==> config.mk <==
export PLATFORM = sky130hd
export DESIGN_NAME = req_throttle
export DESIGN_NICKNAME = d
export VERILOG_FILES = /design/src/rtl/req_throttle.sv
export SDC_FILE = /design/constraint.sdc
export NUM_CORES = 2
export LEC_CHECK = 0
export BUFFER_PORTS_ARGS = -buffer_cell sky130_fd_sc_hd__buf_4
export CORE_MARGIN = 1
export CORE_UTILIZATION = 36
export CTS_CLUSTER_DIAMETER = 100
export DETAILED_ROUTE_END_ITERATION = 12
export MAX_ROUTING_LAYER = met4
export PLACE_DENSITY_LB_ADDON = 0.12
export SYNTH_ARGS = -nofsm -noshare
export SYNTH_HDL_FRONTEND = slang
export SYNTH_SLANG_ARGS = --single-unit
==> constraint.sdc <==
create_clock -name clk -period 22.5 [get_ports clk]
set_input_delay 1.125 -clock clk [delete_from_list [all_inputs] [get_ports clk]]
set_output_delay 1.125 -clock clk [all_outputs]
set_load 0.005 [all_outputs]
==> src/rtl/req_throttle.sv <==
// Request throttle: buffers c0 reads and c1 writes, issues under alm_full and read-credit limits, RUN/DRAIN/DONE drain FSM.
// Latency: an accept cycle is followed one cycle later by the registered out_valid, 1 request/cycle sustained.
// Backpressure: ready drops on FIFO full or drain gating; REQ_THROTTLE_STATS_EN enables stall counters.
`timescale 1ns/1ps

module req_throttle_fifo #(
  parameter int W     = 8,
  parameter int DEPTH = 4
) (
  input  logic         clk,
  input  logic         reset_n,
  input  logic         i_push,
  input  logic [W-1:0] i_push_dat,
  input  logic         i_pop,
  output logic [W-1:0] o_head_dat,
  output logic         o_full,
  output logic         o_empty
);
  localparam int AW = $clog2(DEPTH);
  localparam logic [AW:0] PTR_ONE = (AW+1)'(1);

  logic [W-1:0] r_mem [DEPTH];
  logic [AW:0]  r_wptr;
  logic [AW:0]  r_rptr;

  always_ff @(posedge clk or negedge reset_n) begin
    if (!reset_n) begin
      r_wptr <= '0;
      r_rptr <= '0;
    end else begin
      if (i_push) r_wptr <= r_wptr + PTR_ONE;
      if (i_pop)  r_rptr <= r_rptr + PTR_ONE;
    end
  end

  always_ff @(posedge clk) begin
    if (i_push) r_mem[r_wptr[AW-1:0]] <= i_push_dat;
  end

  assign o_head_dat = r_mem[r_rptr[AW-1:0]];
  assign o_empty    = (r_wptr == r_rptr);
  assign o_full     = (r_wptr[AW-1:0] == r_rptr[AW-1:0]) && (r_wptr[AW] != r_rptr[AW]);
endmodule

module req_throttle #(
  parameter int C0_HDR_W     = 74,
  parameter int C1_HDR_W     = 80,
  parameter int DATA_W       = 512,
  parameter int FIFO_DEPTH   = 4,
  parameter int MAX_RD_LINES = 64
) (
  input  logic                clk,
  input  logic                reset_n,
  input  logic                in_c0_valid,
  input  logic [C0_HDR_W-1:0] in_c0_hdr,
  input  logic [1:0]          in_c0_len,
  output logic                in_c0_ready,
  input  logic                in_c1_valid,
  input  logic [C1_HDR_W-1:0] in_c1_hdr,
  input  logic [DATA_W-1:0]   in_c1_data,
  input  logic                in_c1_sop,
  output logic                in_c1_ready,
  output logic                out_c0_valid,
  output logic [C0_HDR_W-1:0] out_c0_hdr,
  output logic                out_c1_valid,
  output logic [C1_HDR_W-1:0] out_c1_hdr,
  output logic [DATA_W-1:0]   out_c1_data,
  input  logic                c0_alm_full,
  input  logic                c1_alm_full,
  input  logic                rd_rsp_valid,
  input  logic                wr_rsp_valid,
  input  logic [1:0]          wr_rsp_lines,
  input  logic                drain_req,
  output logic                drain_done,
  output logic [7:0]          rd_outstanding,
  output logic [7:0]          wr_outstanding,
  output logic                err_underflow,
  output logic [31:0]         stall_af_cnt,
  output logic [31:0]         stall_cr_cnt
);
  localparam logic [1:0] S_RUN   = 2'd0;
  localparam logic [1:0] S_DRAIN = 2'd1;
  localparam logic [1:0] S_DONE  = 2'd2;
  localparam int C0_W = C0_HDR_W + 2;
  localparam int C1_W = C1_HDR_W + DATA_W + 1;

  logic [1:0]          r_state;
  logic                r_c1_started;
  logic                r_out_c0_vld;
  logic [C0_HDR_W-1:0] r_out_c0_hdr;
  logic                r_out_c1_vld;
  logic [C1_HDR_W-1:0] r_out_c1_hdr;
  logic [DATA_W-1:0]   r_out_c1_data;
  logic [7:0]          r_rd_out;
  logic [7:0]          r_wr_out;
  logic                r_err;

  logic            w_c0_push, w_c0_full, w_c0_empty, w_c0_issue, w_c0_credit_ok;
  logic            w_c1_push, w_c1_full, w_c1_empty, w_c1_issue, w_c1_sop_eff;
  logic            w_c0_en, w_c1_en, w_idle, w_rd_uf, w_wr_uf;
  logic [C0_W-1:0] w_c0_head;
  logic [C1_W-1:0] w_c1_head;
  logic [9:0]      w_c0_lines, w_rd_need, w_rd_sum, w_wr_sum, w_wr_sub, w_rd_next, w_wr_next;

  // A c1 beat arriving before any beat since reset starts a packet, whatever its sop says.
  assign w_c1_sop_eff = in_c1_sop | ~r_c1_started;
  assign w_c0_en      = (r_state == S_RUN);
  assign w_c1_en      = (r_state == S_RUN) || ((r_state == S_DRAIN) && r_c1_started && !in_c1_sop);
  assign in_c0_ready  = !w_c0_full && w_c0_en;
  assign in_c1_ready  = !w_c1_full && w_c1_en;
  assign w_c0_push    = in_c0_valid && in_c0_ready;
  assign w_c1_push    = in_c1_valid && in_c1_ready;

  req_throttle_fifo #(.W(C0_W), .DEPTH(FIFO_DEPTH)) u_c0_fifo (
    .clk(clk), .reset_n(reset_n),
    .i_push(w_c0_push), .i_push_dat({in_c0_hdr, in_c0_len}),
    .i_pop(w_c0_issue), .o_head_dat(w_c0_head),
    .o_full(w_c0_full), .o_empty(w_c0_empty)
  );

  req_throttle_fifo #(.W(C1_W), .DEPTH(FIFO_DEPTH)) u_c1_fifo (
    .clk(clk), .reset_n(reset_n),
    .i_push(w_c1_push), .i_push_dat({in_c1_hdr, in_c1_data, w_c1_sop_eff}),
    .i_pop(w_c1_issue), .o_head_dat(w_c1_head),
    .o_full(w_c1_full), .o_empty(w_c1_empty)
  );

  assign w_c0_lines     = {8'd0, w_c0_head[1:0]} + 10'd1;
  assign w_rd_need      = {2'b00, r_rd_out} + w_c0_lines;
  assign w_c0_credit_ok = (w_rd_need <= 10'(MAX_RD_LINES));
  assign w_c0_issue     = !w_c0_empty && !c0_alm_full && w_c0_credit_ok;
  assign w_c1_issue     = !w_c1_empty && (!w_c1_head[0] || !c1_alm_full);

  // Issue and response in the same cycle net out before the clamp is applied.
  assign w_rd_sum  = {2'b00, r_rd_out} + (w_c0_issue ? w_c0_lines : 10'd0);
  assign w_rd_uf   = rd_rsp_valid && (w_rd_sum == 10'd0);
  assign w_rd_next = w_rd_uf ? 10'd0 : (w_rd_sum - {9'd0, rd_rsp_valid});
  assign w_wr_sum  = {2'b00, r_wr_out} + {9'd0, w_c1_issue};
  assign w_wr_sub  = wr_rsp_valid ? ({8'd0, wr_rsp_lines} + 10'd1) : 10'd0;
  assign w_wr_uf   = (w_wr_sum < w_wr_sub);
  assign w_wr_next = w_wr_uf ? 10'd0 : (w_wr_sum - w_wr_sub);

  assign w_idle = w_c0_empty && w_c1_empty && !r_out_c0_vld && !r_out_c1_vld &&
                  (r_rd_out == 8'd0) && (r_wr_out == 8'd0);

  always_ff @(posedge clk or negedge reset_n) begin
    if (!reset_n) begin
      r_state       <= S_RUN;
      r_c1_started  <= 1'b0;
      r_out_c0_vld  <= 1'b0;
      r_out_c0_hdr  <= '0;
      r_out_c1_vld  <= 1'b0;
      r_out_c1_hdr  <= '0;
      r_out_c1_data <= '0;
      r_rd_out      <= 8'd0;
      r_wr_out      <= 8'd0;
      r_err         <= 1'b0;
    end else begin
      case (r_state)
        S_RUN:   if (drain_req) r_state <= S_DRAIN;
        S_DRAIN: if (w_idle) r_state <= S_DONE;
        S_DONE:  if (!drain_req) r_state <= S_RUN;
        default: r_state <= S_RUN;
      endcase
      r_c1_started <= r_c1_started | w_c1_push;
      r_out_c0_vld <= w_c0_issue;
      r_out_c1_vld <= w_c1_issue;
      if (w_c0_issue) r_out_c0_hdr <= w_c0_head[C0_W-1:2];
      if (w_c1_issue) begin
        r_out_c1_hdr  <= w_c1_head[C1_W-1:DATA_W+1];
        r_out_c1_data <= w_c1_head[DATA_W:1];
      end
      r_rd_out <= w_rd_next[7:0];
      r_wr_out <= w_wr_next[7:0];
      r_err    <= r_err | w_rd_uf | w_wr_uf;
    end
  end

  assign out_c0_valid   = r_out_c0_vld;
  assign out_c0_hdr     = r_out_c0_hdr;
  assign out_c1_valid   = r_out_c1_vld;
  assign out_c1_hdr     = r_out_c1_hdr;
  assign out_c1_data    = r_out_c1_data;
  assign rd_outstanding = r_rd_out;
  assign wr_outstanding = r_wr_out;
  assign err_underflow  = r_err;
  assign drain_done     = (r_state == S_DONE);

`ifdef REQ_THROTTLE_STATS_EN
  logic        w_af_stall, w_cr_stall;
  logic [31:0] r_stall_af, r_stall_cr;

  assign w_af_stall = (!w_c0_empty && c0_alm_full && w_c0_credit_ok) ||
                      (!w_c1_empty && w_c1_head[0] && c1_alm_full);
  assign w_cr_stall = !w_c0_empty && !w_c0_credit_ok;

  always_ff @(posedge clk or negedge reset_n) begin
    if (!reset_n) begin
      r_stall_af <= 32'd0;
      r_stall_cr <= 32'd0;
    end else begin
      if (w_af_stall && (r_stall_af != 32'hFFFF_FFFF)) r_stall_af <= r_stall_af + 32'd1;
      if (w_cr_stall && (r_stall_cr != 32'hFFFF_FFFF)) r_stall_cr <= r_stall_cr + 32'd1;
    end
  end

  assign stall_af_cnt = r_stall_af;
  assign stall_cr_cnt = r_stall_cr;
`else
  assign stall_af_cnt = 32'd0;
  assign stall_cr_cnt = 32'd0;
`endif
endmodule

==> summary.txt <==
STA
  • Final hold vios: 0
  • Minimum clock period: 7.340 ns
  • Final Setup Violations: 0
  • RSZ-0062 raised after global routing: false
  • FMAX: 136.2 MHz
  • Setup TNS: 0 ns
  • Fin. max-slew vios: 0
  • Worst slew margin: 27.11%
  • Tcrit/Tclk final: 32.62%
  • Final Skew: 0.04877 ns
  • Worst slew pin tran: 1.093 ns

Clocking
  • Clock slew at reported path FFs: 0.06 ns
  • Clk buf depth: 4
  • Hold-fix buffers at CTS: 0
  • CTS Buf Count: 368
  • Clock Root Buffer: clkbuf_16
  • Sink Count: 3376
  • Post-CTS sizing: 0
  • H-tree depth: 5
  • CTS tree: done
  • Worst-skew pair later-pin latency: 0.94 ns
  • Post-CTS setup buffer count: 0

Global routing
  • Largest net degree at the start of global routing: 121
  • Gr usage total: 19.44%
  • Vias in the first global route: 61120
  • Initial antenna violation count: 122
  • First-pass GRT wire length: 468.6 mm
  • Total grt overflow: 0

Setup path
  • Worst Path Max Fanout: 51
  • FF-to-FF setup slack: 15.16 ns
  • Crit path cell chain: xor2_1, nor3_1, a211oi_1, and3_4, buf_4, buf_4, buf_4, buf_4, buf_4
  • CP endpoint kind: register
  • Slowest stage cell, crit path: dfrtp_4
  • Reg-to-reg startpoint: u_c1_fifo.r_rptr[1]
  • Critical Path AT: 7.85 ns
  • Crit path to: u_c1_fifo.r_mem[2][361]
  • Max incr delay on CP: 1.00 ns
  • CP Launch Type: register
  • R2R depth: 9
  • Reg2Reg Capture Point: u_c1_fifo.r_mem[2][361]
  • Critical path class: reg2reg
  • CP most frequent cell: buf_4
  • Req. time, crit path: 23.01 ns
  • Critical Path Source: u_c1_fifo.r_rptr[1]

Logic synthesis
  • Yosys cell types: 51
  • FF+latch count, synth: 3376
  • Yosys top cell area share: 64.81%
  • Top post-synthesis cells by area: edfxtp_1 65%, dfrtp_1 14%, mux4_2 12%
  • Cells after synthesis: 5238
  • Number of flops mapped to enable cells by yosys: 2676
  • Post-synth top area cell: edfxtp_1
  • Ys async rst share: 20.73%
  • Mean Syn Cell Area: 23.67 µm²
  • Sequential fraction of the synthesis area: 78.94%
  • Total number of yosys warnings: 0
  • Top-count cell post-synth: edfxtp_1
  • Synth cell count leaders: 2676 x edfxtp_1, 700 x dfrtp_1, 669 x mux4_2
  • Mapped Area: 0.1240 mm²
  • Prevailing post-synth register cell: edfxtp_1

Routing
  • Via/cell ratio: 4.959
  • DRC: 0
  • DR iter-0 viols: 3883
  • Per-cell routed wire length: 28.31 µm
  • Via count: 58490
  • TritonRoute pass-1 iters: 5
  • ANT nets after route: 0
  • Wirelength, routed: 333.9 mm

Floorplanning
  • Die H: 588.9 µm
  • Placeable Area: 0.3427 mm²
  • Io pins: 1432
  • Die outline width: 588.9 µm
  • Initial core utilization: 36.18%
  • Die area: 0.3468 mm²
  • FP Rows: 215

Run
  • Maxcap violations: 0

Power and ir drop
  • Power per standard cell area: 138.0 mW/mm²
  • Leak: 53.61 nW
  • Max VDD drop: 110.2 µV

Place
  • Port bufs: 1367
  • Final GP Congestion: 0.7877
  • Dpl cells: 11020
  • Post-DP HPWL: 216.0 mm

Worst hold path
  • Hold Crit Class: in2async

Outcome
  • Outcome: completed

Final layout
  • P&R area growth vs syn: 22.50%
  • Share of cells above drive strength 1: 46.69%
  • Filler Cells Inserted: 29600
  • Post-route insts no fill: 11790
  • Total Nets Final: 7542
## how the worst min path moves through the flow
stage / cells past startpoint / to / startpoint / slack [ns]
6_report: 1 / out_c1_data[140] / reset_n / 0.27
3_5_place_dp: 1 / r_c1_started / r_c1_started / 0.46
4_1_cts: 1 / out_c1_data[321] / reset_n / 0.24
5_1_grt: 1 / out_c1_data[140] / reset_n / 0.27
2_1_floorplan: 1 / r_c1_started / r_c1_started / 0.44
3_3_place_gp: 1 / r_c1_started / r_c1_started / 0.45
## layer usage
| metal | share of wire [%] | track usage, % | wire length, µm |
|---|---|---|---|
| met1 | 40 | 23.80 | 135000 |
| met2 | 49 | 31.15 | 163300 |
| met3 | 8.0 | 6.093 | 26840 |
| met4 | 2.6 | 5.343 | 8796 |
| met5 | 0 | - | 0 |
## cells by family (layout without fill, tap and decap cells)
kind of cell	count (synthesis)	after routing	synth area share [%]
flip-flops	3376	3376	78.94
multiplexers	1342	1342	18.48
buffers and inverters	311	2162	1.390
AND/OR/NAND/NOR	113	113	0.4703
AO/OA/AOI/OAI	35	35	0.1897
XOR/XNOR	32	32	0.2260
adder cells (fa/ha/maj)	28	28	0.3007
other	1	149	0.003024
## flip-flops by register name, summed over array words and instances, names as in the netlist, 2 cells and up
name / cells
out_c1_hdr: 80
u_c0_fifo.r_wptr: 3
rd_outstanding: 8
u_c1_fifo.r_mem: 2372
u_c0_fifo.r_mem: 304
out_c0_hdr: 74
out_c1_data: 512
u_c1_fifo.r_rptr: 3
u_c1_fifo.r_wptr: 3
wr_outstanding: 8
r_state: 2
u_c0_fifo.r_rptr: 3
## final cells by class
type	count	area, µm²	area share [%]
inverter	15	56.30	0.03707
clock inverter	181	1912	1.259
antenna	85	212.7	0.1400
clock buffer	507	10320	6.794
timing repair buffer	1459	11120	7.323
multi-input combinational	1614	24680	16.25
sequential	3376	97890	64.45
tap	4557	5702	3.754
## critical path: cells and delay by family, from the launching register on
family | cells | cell delay (ns)
buffers and inverters | 5 | 3.79
flip-flops | 1 | 1.00
AND/OR/NAND/NOR | 2 | 0.88
AO/OA/AOI/OAI | 1 | 0.63
XOR/XNOR | 1 | 0.26
## power by group
| group | leakage, nW | internal (W) | switching (W) |
|---|---|---|---|
| clock | 5.99 | 0.00356 | 0.00249 |
| sequential | 32.4 | 0.00802 | 0.000716 |
| combinational | 15.2 | 0.00329 | 0.00290 |
## cells in the final DEF, fill, tap and decap left out, drive strengths merged, types with 8 or more instances in the layout
cell type and count:
edfxtp 2676, buf 1459, dfrtp 700, mux2 670, mux4 669, clkbuf 507, clkinv 126, diode 85
conb 64, inv 30, bufinv 29, nor2 25, ha 25, nand2 22, xnor2 16, xor2 16
nand3 11, clkinvlp 11, and3 11, a21oi 10, nor3 8
## metrics by stage
step | setup WS [ns] | hold slack [ns] | util (%) | power [W] | cell area, µm²
2_1_floorplan | 6.046 | 0.4358 | - | 0.01277 | 124200
3_3_place_gp | 14.99 | 0.4517 | 40.69 | 0.01517 | 139400
3_5_place_dp | 14.82 | 0.4583 | 40.69 | 0.01524 | 139400
4_1_cts | 14.91 | 0.2355 | 44.26 | 0.02135 | 151700
5_1_grt | 14.63 | 0.2661 | 44.31 | 0.02194 | 151900
6_report | 15.16 | 0.2746 | 44.32 | 0.02096 | 151900
Note: power is estimated with default switching activity, not from simulation.
